## src/rtl/gfx_cmdq_pkg.sv

```systemverilog
// gfx_cmdq_pkg: shared definitions for the graphics command queue.
// Contents: register offsets within the iomem window, STATUS bit positions,
// the IRQCFG enable bit index and the bus acknowledge FSM state type.
package gfx_cmdq_pkg;

  localparam logic [7:0] OFF_CMD     = 8'h00;
  localparam logic [7:0] OFF_STATUS  = 8'h04;
  localparam logic [7:0] OFF_IRQCFG  = 8'h08;
  localparam logic [7:0] OFF_CTRL    = 8'h0C;
  localparam logic [7:0] OFF_PUSHCNT = 8'h10;

  localparam int unsigned STATUS_EMPTY_BIT = 16;
  localparam int unsigned STATUS_FULL_BIT  = 17;

  localparam int unsigned IRQCFG_EN_BIT = 31;

  typedef enum logic [1:0] {
    ST_IDLE,
    ST_ACK,
    ST_GAP
  } ack_state_t;

endpackage

```

## src/rtl/gfx_cmdq_fifo.sv

```systemverilog
// gfx_cmdq_fifo: first-word-fall-through FIFO over a register array.
// Ports:
//   clk, rst      clock, asynchronous active-high reset
//   push, wdata   write one word (ignored when full)
//   pop           advance the head (ignored when empty)
//   flush         drop all contents; overrides a same-cycle pop
//   rdata         current head word
//   level         number of stored words (0..DEPTH)
//   empty, full   derived from the registered pointers
module gfx_cmdq_fifo #(
  parameter int unsigned DEPTH = 16
) (
  input  logic                     clk,
  input  logic                     rst,
  input  logic                     push,
  input  logic [31:0]              wdata,
  input  logic                     pop,
  input  logic                     flush,
  output logic [31:0]              rdata,
  output logic [$clog2(DEPTH):0]   level,
  output logic                     empty,
  output logic                     full
);

  localparam int unsigned LW = $clog2(DEPTH) + 1;

  logic [31:0]   r_mem [DEPTH];
  logic [LW-1:0] r_wptr;
  logic [LW-1:0] r_rptr;

  // Pointers carry one extra wrap bit so full and empty are distinguishable.
  assign empty = (r_wptr == r_rptr);
  assign full  = (r_wptr[LW-1] != r_rptr[LW-1]) && (r_wptr[LW-2:0] == r_rptr[LW-2:0]);
  assign level = r_wptr - r_rptr;
  assign rdata = r_mem[r_rptr[LW-2:0]];

  always_ff @(posedge clk or posedge rst) begin
    if (rst) begin
      r_wptr <= '0;
      r_rptr <= '0;
      for (int unsigned i = 0; i < DEPTH; i++) begin
        r_mem[i] <= '0;
      end
    end else if (flush) begin
      r_wptr <= '0;
      r_rptr <= '0;
    end else begin
      if (push && !full) begin
        r_mem[r_wptr[LW-2:0]] <= wdata;
        r_wptr                <= r_wptr + LW'(1);
      end
      if (pop && !empty) begin
        r_rptr <= r_rptr + LW'(1);
      end
    end
  end

endmodule

```

## src/rtl/gfx_cmdq.sv

```systemverilog
// gfx_cmdq: memory-mapped command queue feeding the graphics pipeline.
// Ports:
//   clk, reset                 clock, asynchronous active-high reset
//   iomem_valid/ready/wstrb/
//   iomem_addr/wdata/rdata     CPU iomem responder (wstrb == 0 is a read)
//   cmd_valid/ready/data       FWFT command stream to the graphics core
//   irq                        registered low-water interrupt (level)
// Register window at BASE: CMD 0x00, STATUS 0x04, IRQCFG 0x08, CTRL 0x0C,
// PUSHCNT 0x10; all other offsets read 0 and ignore writes.
module gfx_cmdq
  import gfx_cmdq_pkg::*;
#(
  parameter logic [31:0] BASE  = 32'h0300_0000,
  parameter int unsigned DEPTH = 16
) (
  input  logic        clk,
  input  logic        reset,
  input  logic        iomem_valid,
  output logic        iomem_ready,
  input  logic [3:0]  iomem_wstrb,
  input  logic [31:0] iomem_addr,
  input  logic [31:0] iomem_wdata,
  output logic [31:0] iomem_rdata,
  output logic        cmd_valid,
  input  logic        cmd_ready,
  output logic [31:0] cmd_data,
  output logic        irq
);

  localparam int unsigned LW = $clog2(DEPTH) + 1;
  localparam logic [31:0] IRQCFG_MASK =
    (32'(1) << IRQCFG_EN_BIT) | ((32'(1) << LW) - 32'(1));

  ack_state_t    r_state;
  logic [31:0]   r_irqcfg;
  logic [31:0]   r_pushcnt;
  logic          r_irq;

  logic          w_hit;
  logic [7:0]    w_off;
  logic          w_is_push;
  logic          w_take;
  logic          w_push;
  logic          w_pop;
  logic          w_flush;
  logic          w_cfg_wr;
  logic [31:0]   w_cfg_merged;
  logic [31:0]   w_status;
  logic [31:0]   w_rd_val;
  logic [LW-1:0] w_level;
  logic [LW-1:0] w_level_next;
  logic          w_empty;
  logic          w_full;

  assign w_hit     = iomem_valid && (iomem_addr[31:8] == BASE[31:8]);
  assign w_off     = iomem_addr[7:0];
  assign w_is_push = (w_off == OFF_CMD) && (iomem_wstrb == 4'b1111);
  // A full-strobe push into a full FIFO is held off, not acknowledged.
  assign w_take    = (r_state == ST_IDLE) && w_hit && !(w_is_push && w_full);
  assign w_push    = w_take && w_is_push;
  assign w_flush   = w_take && (w_off == OFF_CTRL) && iomem_wstrb[0] && iomem_wdata[0];
  assign w_cfg_wr  = w_take && (w_off == OFF_IRQCFG) && (iomem_wstrb != 4'b0000);
  assign w_pop     = !w_empty && cmd_ready;

  assign cmd_valid = !w_empty;
  assign irq       = r_irq;

  gfx_cmdq_fifo #(.DEPTH(DEPTH)) u_fifo (
    .clk   (clk),
    .rst   (reset),
    .push  (w_push),
    .wdata (iomem_wdata),
    .pop   (w_pop),
    .flush (w_flush),
    .rdata (cmd_data),
    .level (w_level),
    .empty (w_empty),
    .full  (w_full)
  );

  always_comb begin
    w_level_next = w_level;
    if (w_flush) begin
      w_level_next = '0;
    end else begin
      if (w_push) w_level_next = w_level_next + LW'(1);
      if (w_pop)  w_level_next = w_level_next - LW'(1);
    end
  end

  always_comb begin
    w_cfg_merged = r_irqcfg;
    for (int unsigned b = 0; b < 4; b++) begin
      if (iomem_wstrb[b]) w_cfg_merged[8*b +: 8] = iomem_wdata[8*b +: 8];
    end
  end

  always_comb begin
    w_status                   = '0;
    w_status[LW-1:0]           = w_level;
    w_status[STATUS_EMPTY_BIT] = w_empty;
    w_status[STATUS_FULL_BIT]  = w_full;
    case (w_off)
      OFF_STATUS:  w_rd_val = w_status;
      OFF_IRQCFG:  w_rd_val = r_irqcfg;
      OFF_PUSHCNT: w_rd_val = r_pushcnt;
      default:     w_rd_val = '0;
    endcase
  end

  // GAP keeps ready low for one cycle after each ack so a lingering
  // iomem_valid is not accepted twice.
  always_ff @(posedge clk or posedge reset) begin
    if (reset) begin
      r_state     <= ST_IDLE;
      iomem_ready <= 1'b0;
      iomem_rdata <= '0;
    end else begin
      case (r_state)
        ST_IDLE: begin
          if (w_take) begin
            iomem_ready <= 1'b1;
            iomem_rdata <= w_rd_val;
            r_state     <= ST_ACK;
          end
        end
        ST_ACK: begin
          iomem_ready <= 1'b0;
          iomem_rdata <= '0;
          r_state     <= ST_GAP;
        end
        default: begin
          r_state <= ST_IDLE;
        end
      endcase
    end
  end

  always_ff @(posedge clk or posedge reset) begin
    if (reset) begin
      r_irqcfg  <= '0;
      r_pushcnt <= '0;
      r_irq     <= 1'b0;
    end else begin
      if (w_cfg_wr) r_irqcfg  <= w_cfg_merged & IRQCFG_MASK;
      if (w_push)   r_pushcnt <= r_pushcnt + 32'd1;
      r_irq <= r_irqcfg[IRQCFG_EN_BIT] && (w_level_next <= r_irqcfg[LW-1:0]);
    end
  end

endmodule

```

## config.mk

```make
export PLATFORM = sky130hd
export DESIGN_NAME = gfx_cmdq
export DESIGN_NICKNAME = d
export VERILOG_FILES = /design/src/rtl/gfx_cmdq_pkg.sv /design/src/rtl/gfx_cmdq_fifo.sv /design/src/rtl/gfx_cmdq.sv
export SDC_FILE = /design/constraint.sdc
export NUM_CORES = 1
export LEC_CHECK = 0
export ABC_AREA = 1
export CAP_MARGIN = 20
export CORE_UTILIZATION = 55
export DETAILED_ROUTE_END_ITERATION = 10
export DONT_BUFFER_PORTS = 1
export PLACE_DENSITY = 0.73
export SLEW_MARGIN = 10
export SYNTH_ARGS = -nofsm -noshare
export SYNTH_HDL_FRONTEND = slang
export SYNTH_HIERARCHICAL = 1
export SYNTH_SLANG_ARGS = --single-unit
```

## constraint.sdc

```tcl
create_clock -name clk -period 18.31 [get_ports clk]
set_clock_uncertainty 0.2 [all_clocks]
set_input_delay 3.662 -clock clk [delete_from_list [all_inputs] [get_ports clk]]
set_output_delay 3.662 -clock clk [all_outputs]
set_load 0.01 [all_outputs]
```

==> flow_summary.yaml <==
run_status:
  status: "completed"
finish:
  fillers: 5128
  diodes: 0
  fin_nets: 4465
  area_growth_pct: 7.64
  drive_above_1_share: 0.0518
clock_network:
  postCtsSetupBuffers: 0
  cts_hold_buf: 0
  cts.htree.levels: 3
  clockBufferDepth: 3
  cts_made_buffers: 67
  clkSlewWorstSetupHoldPaths_ns: 0.06
  clock-sinks: 596
  cts_tree: "done"
  clk_latency_ns: 0.60
  postCtsResizedCells: 0
  cts-root-buf: "clkbuf_16"
critical_path:
  crit_fanout: 67
  worst_setup_path_start_kind: "register"
  end_kind: "output port"
  critPathRequiredTime_ns: 14.45
  worst-setup-path-type: "reg -> out"
  cp.arrival_ns: 3.79
logic_synthesis:
  syn_area_um2: 31500
  postSynthAreaPerCell_um2: 6.91
  synthArstFlopShare: 1.00
  synthTopCellsByArea: "dfrtp_1, nand2_1, nand3_1"
  syn_inst: 4553
  synthDistinctLibCells: 43
  syn-num-nets: 4643
  synth_top_area_frac: 0.474
  synth_seq_cells: 596
  synth_area_leader_cell: "dfrtp_1"
  synth.most_common_cell: "nand2_1"
  yosysWarningCount: 6
  synth_common_cells: "nand2_1, dfrtp_1, nand3_1, inv_1, clkbuf_1"
  ys_seq_area_frac: 0.474
  synth_edf_count: 0
  synth_ff_type: "dfrtp_1"
floorplan:
  die_area_um2: 58200
  core_um2: 56500
  start_util: 0.557
  pin_count: 139
  die_h_um: 241
  num_rows: 87
  die_x_um: 241
drt:
  wirelength_met1_um: 39400
  dr.pass1.iters: 8
  wl_per_cell_um: 18.5
  dr.max_layer_used: "met4"
  drc_errors: 0
  drt_iter0_drc: 3424
  met2_length_um: 44200
  vias: 28500
  vias_per_cell: 5.50
  ant_nets: 0
  drt_wl_total_um: 95900
  wl_met3_um: 8670
power:
  internal-power_mw: 2.32
  max-vdd-ir-drop_uv: 67.6
  power.leakage_nw: 18.9
  share_seq_of_total_power: 0.389
  swShare: 0.332
  power.switching_mw: 1.15
  pwr-share-comb: 0.218
  power_frac_clock: 0.393
  power_mw: 3.47
  power.density_nw_per_um2: 102
timing:
  setup_tns_ns: 0
  hold_viol_final: 0
  fin_crit_sh: 0.418
  fin_ws_ns: 10.66
  slew_headroom: 0.223
  period_needed_ns: 7.65
  fmax_mhz: 131
  rsz0062_at_grt: "false"
  finalSetupViolations: 0
  maxSlewViolCount: 0
  tightest_slew_ns: 1.16
grt:
  track_usage: 0.336
  grt_max_degree: 176
  grt_pass1_wl_um: 151000
  grt_antenna_before_repair: 0
  grt_overflow: 0
  grt_pass1_vias: 26500
run:
  maxCapViolations: 0
placed_design:
  place_ws_ns: 10.63
  placement.io_buffers: 0
  gp_congestion: 0.916
  hpwlAfterDp_um: 54700
min_path:
  hold_path.class: "reg -> reg"
cells by family after synthesis:
| logic type | count (synthesis) | share of synthesized area |
|---|---|---|
| AND/OR/NAND/NOR | 3075 | 0.399 |
| buffers and inverters | 763 | 0.0974 |
| flip-flops | 596 | 0.474 |
| AO/OA/AOI/OAI | 66 | 0.0120 |
| XOR/XNOR | 35 | 0.00974 |
| adder cells (fa/ha/maj) | 18 | 0.00739 |
registers in the layout (all words and copies together) (netlist names):
signal / cells
u_fifo/r_rptr: 5
iomem_ready: 1
r_irqcfg: 6
r_pushcnt: 32
irq: 1
r_state: 2
u_fifo/r_wptr: 5
iomem_rdata: 32
u_fifo/r_mem: 512
critical path, stage by stage, from the launching register on:
cell and delay [ns]:
dfrtp_4 0.68, inv_4 0.70, buf_4 0.88, ha_1 0.39
nand2_1 0.07, nor2_1 0.06, nand2_1 0.09, inv_1 0.09
inv_1 0.15
final cells by class:
| cell class | count | area [µm²] | area share |
|---|---|---|---|
| clock inverters | 15 | 191 | 0.00565 |
| well taps | 756 | 946 | 0.0279 |
| flip-flops and latches | 596 | 14900 | 0.441 |
| clock buffers | 98 | 2010 | 0.0592 |
| repair buffers | 49 | 437 | 0.0129 |
| inverters | 467 | 1780 | 0.0524 |
| multi-input cells | 3194 | 13600 | 0.401 |
power by group through the flow:
stage	Combinational, mW	Clock, mW	Sequential [mW]
global route	0.821	1.43	1.35
detailed placement	0.743	0	1.37
CTS	0.746	1.38	1.35
finish	0.757	1.36	1.35
floorplan	0.540	0	1.35
global placement	0.737	0	1.37
metrics by stage:
step / util / hold slack (ns) / instance area, µm² / std cells
finish: 0.600 / 0.271 / 33900 / 5175
global route: 0.600 / 0.287 / 33900 / 5175
CTS: 0.599 / 0.272 / 33800 / 5173
detailed placement: 0.560 / 0.258 / 31600 / 5060
global placement: 0.559 / 0.253 / 31600 / 5057
floorplan: - / 0.242 / 31500 / 4553
cell usage in the layout, fill, tap and decap left out, types with 6 or more instances in the layout:
cell / netlist / routed
inv_1: 452 / 448
ha_1: 17 / 17
clkbuf_8: 0 / 17
xor2_1: 32 / 32
nor2_1: 61 / 57
nand4_1: 26 / 26
nor3_1: 21 / 21
dfrtp_1: 596 / 593
nand2_2: 9 / 13
a21oi_1: 13 / 13
clkinv_2: 1 / 7
nor4_1: 7 / 7
nor2_4: 6 / 23
clkbuf_1: 146 / 12
nand3_1: 506 / 506
o21ai_1: 17 / 17
inv_2: 10 / 10
nor3_2: 6 / 6
nand2_1: 2400 / 2396
o21ai_0: 20 / 20
clkbuf_16: 0 / 69
buf_4: 12 / 42
per-layer routing:
metal	GRT usage	vias to the layer above
met5	0	-
met4	0.129	0
met3	0.0604	247
met2	0.533	1348
met1	0.459	13500
li1	-	13400
worst paths after layout:
path / start / slack, ns / to / cells past startpoint
max: u_fifo/r_rptr[1] / 10.66 / cmd_valid / 8
min: u_fifo/r_mem[448] / 0.27 / u_fifo/r_mem[448] / 2
max reg2reg: u_fifo/r_rptr[1] / 11.21 / u_fifo/r_mem[318] / 16
min reg2reg: u_fifo/r_mem[448] / 0.27 / u_fifo/r_mem[448] / 2
max in group asynchronous: reset / 12.85 / u_fifo/r_mem[218] / 4
min in group asynchronous: reset / 2.91 / u_fifo/r_mem[31] / 1
(Power assumes the default switching activity.)
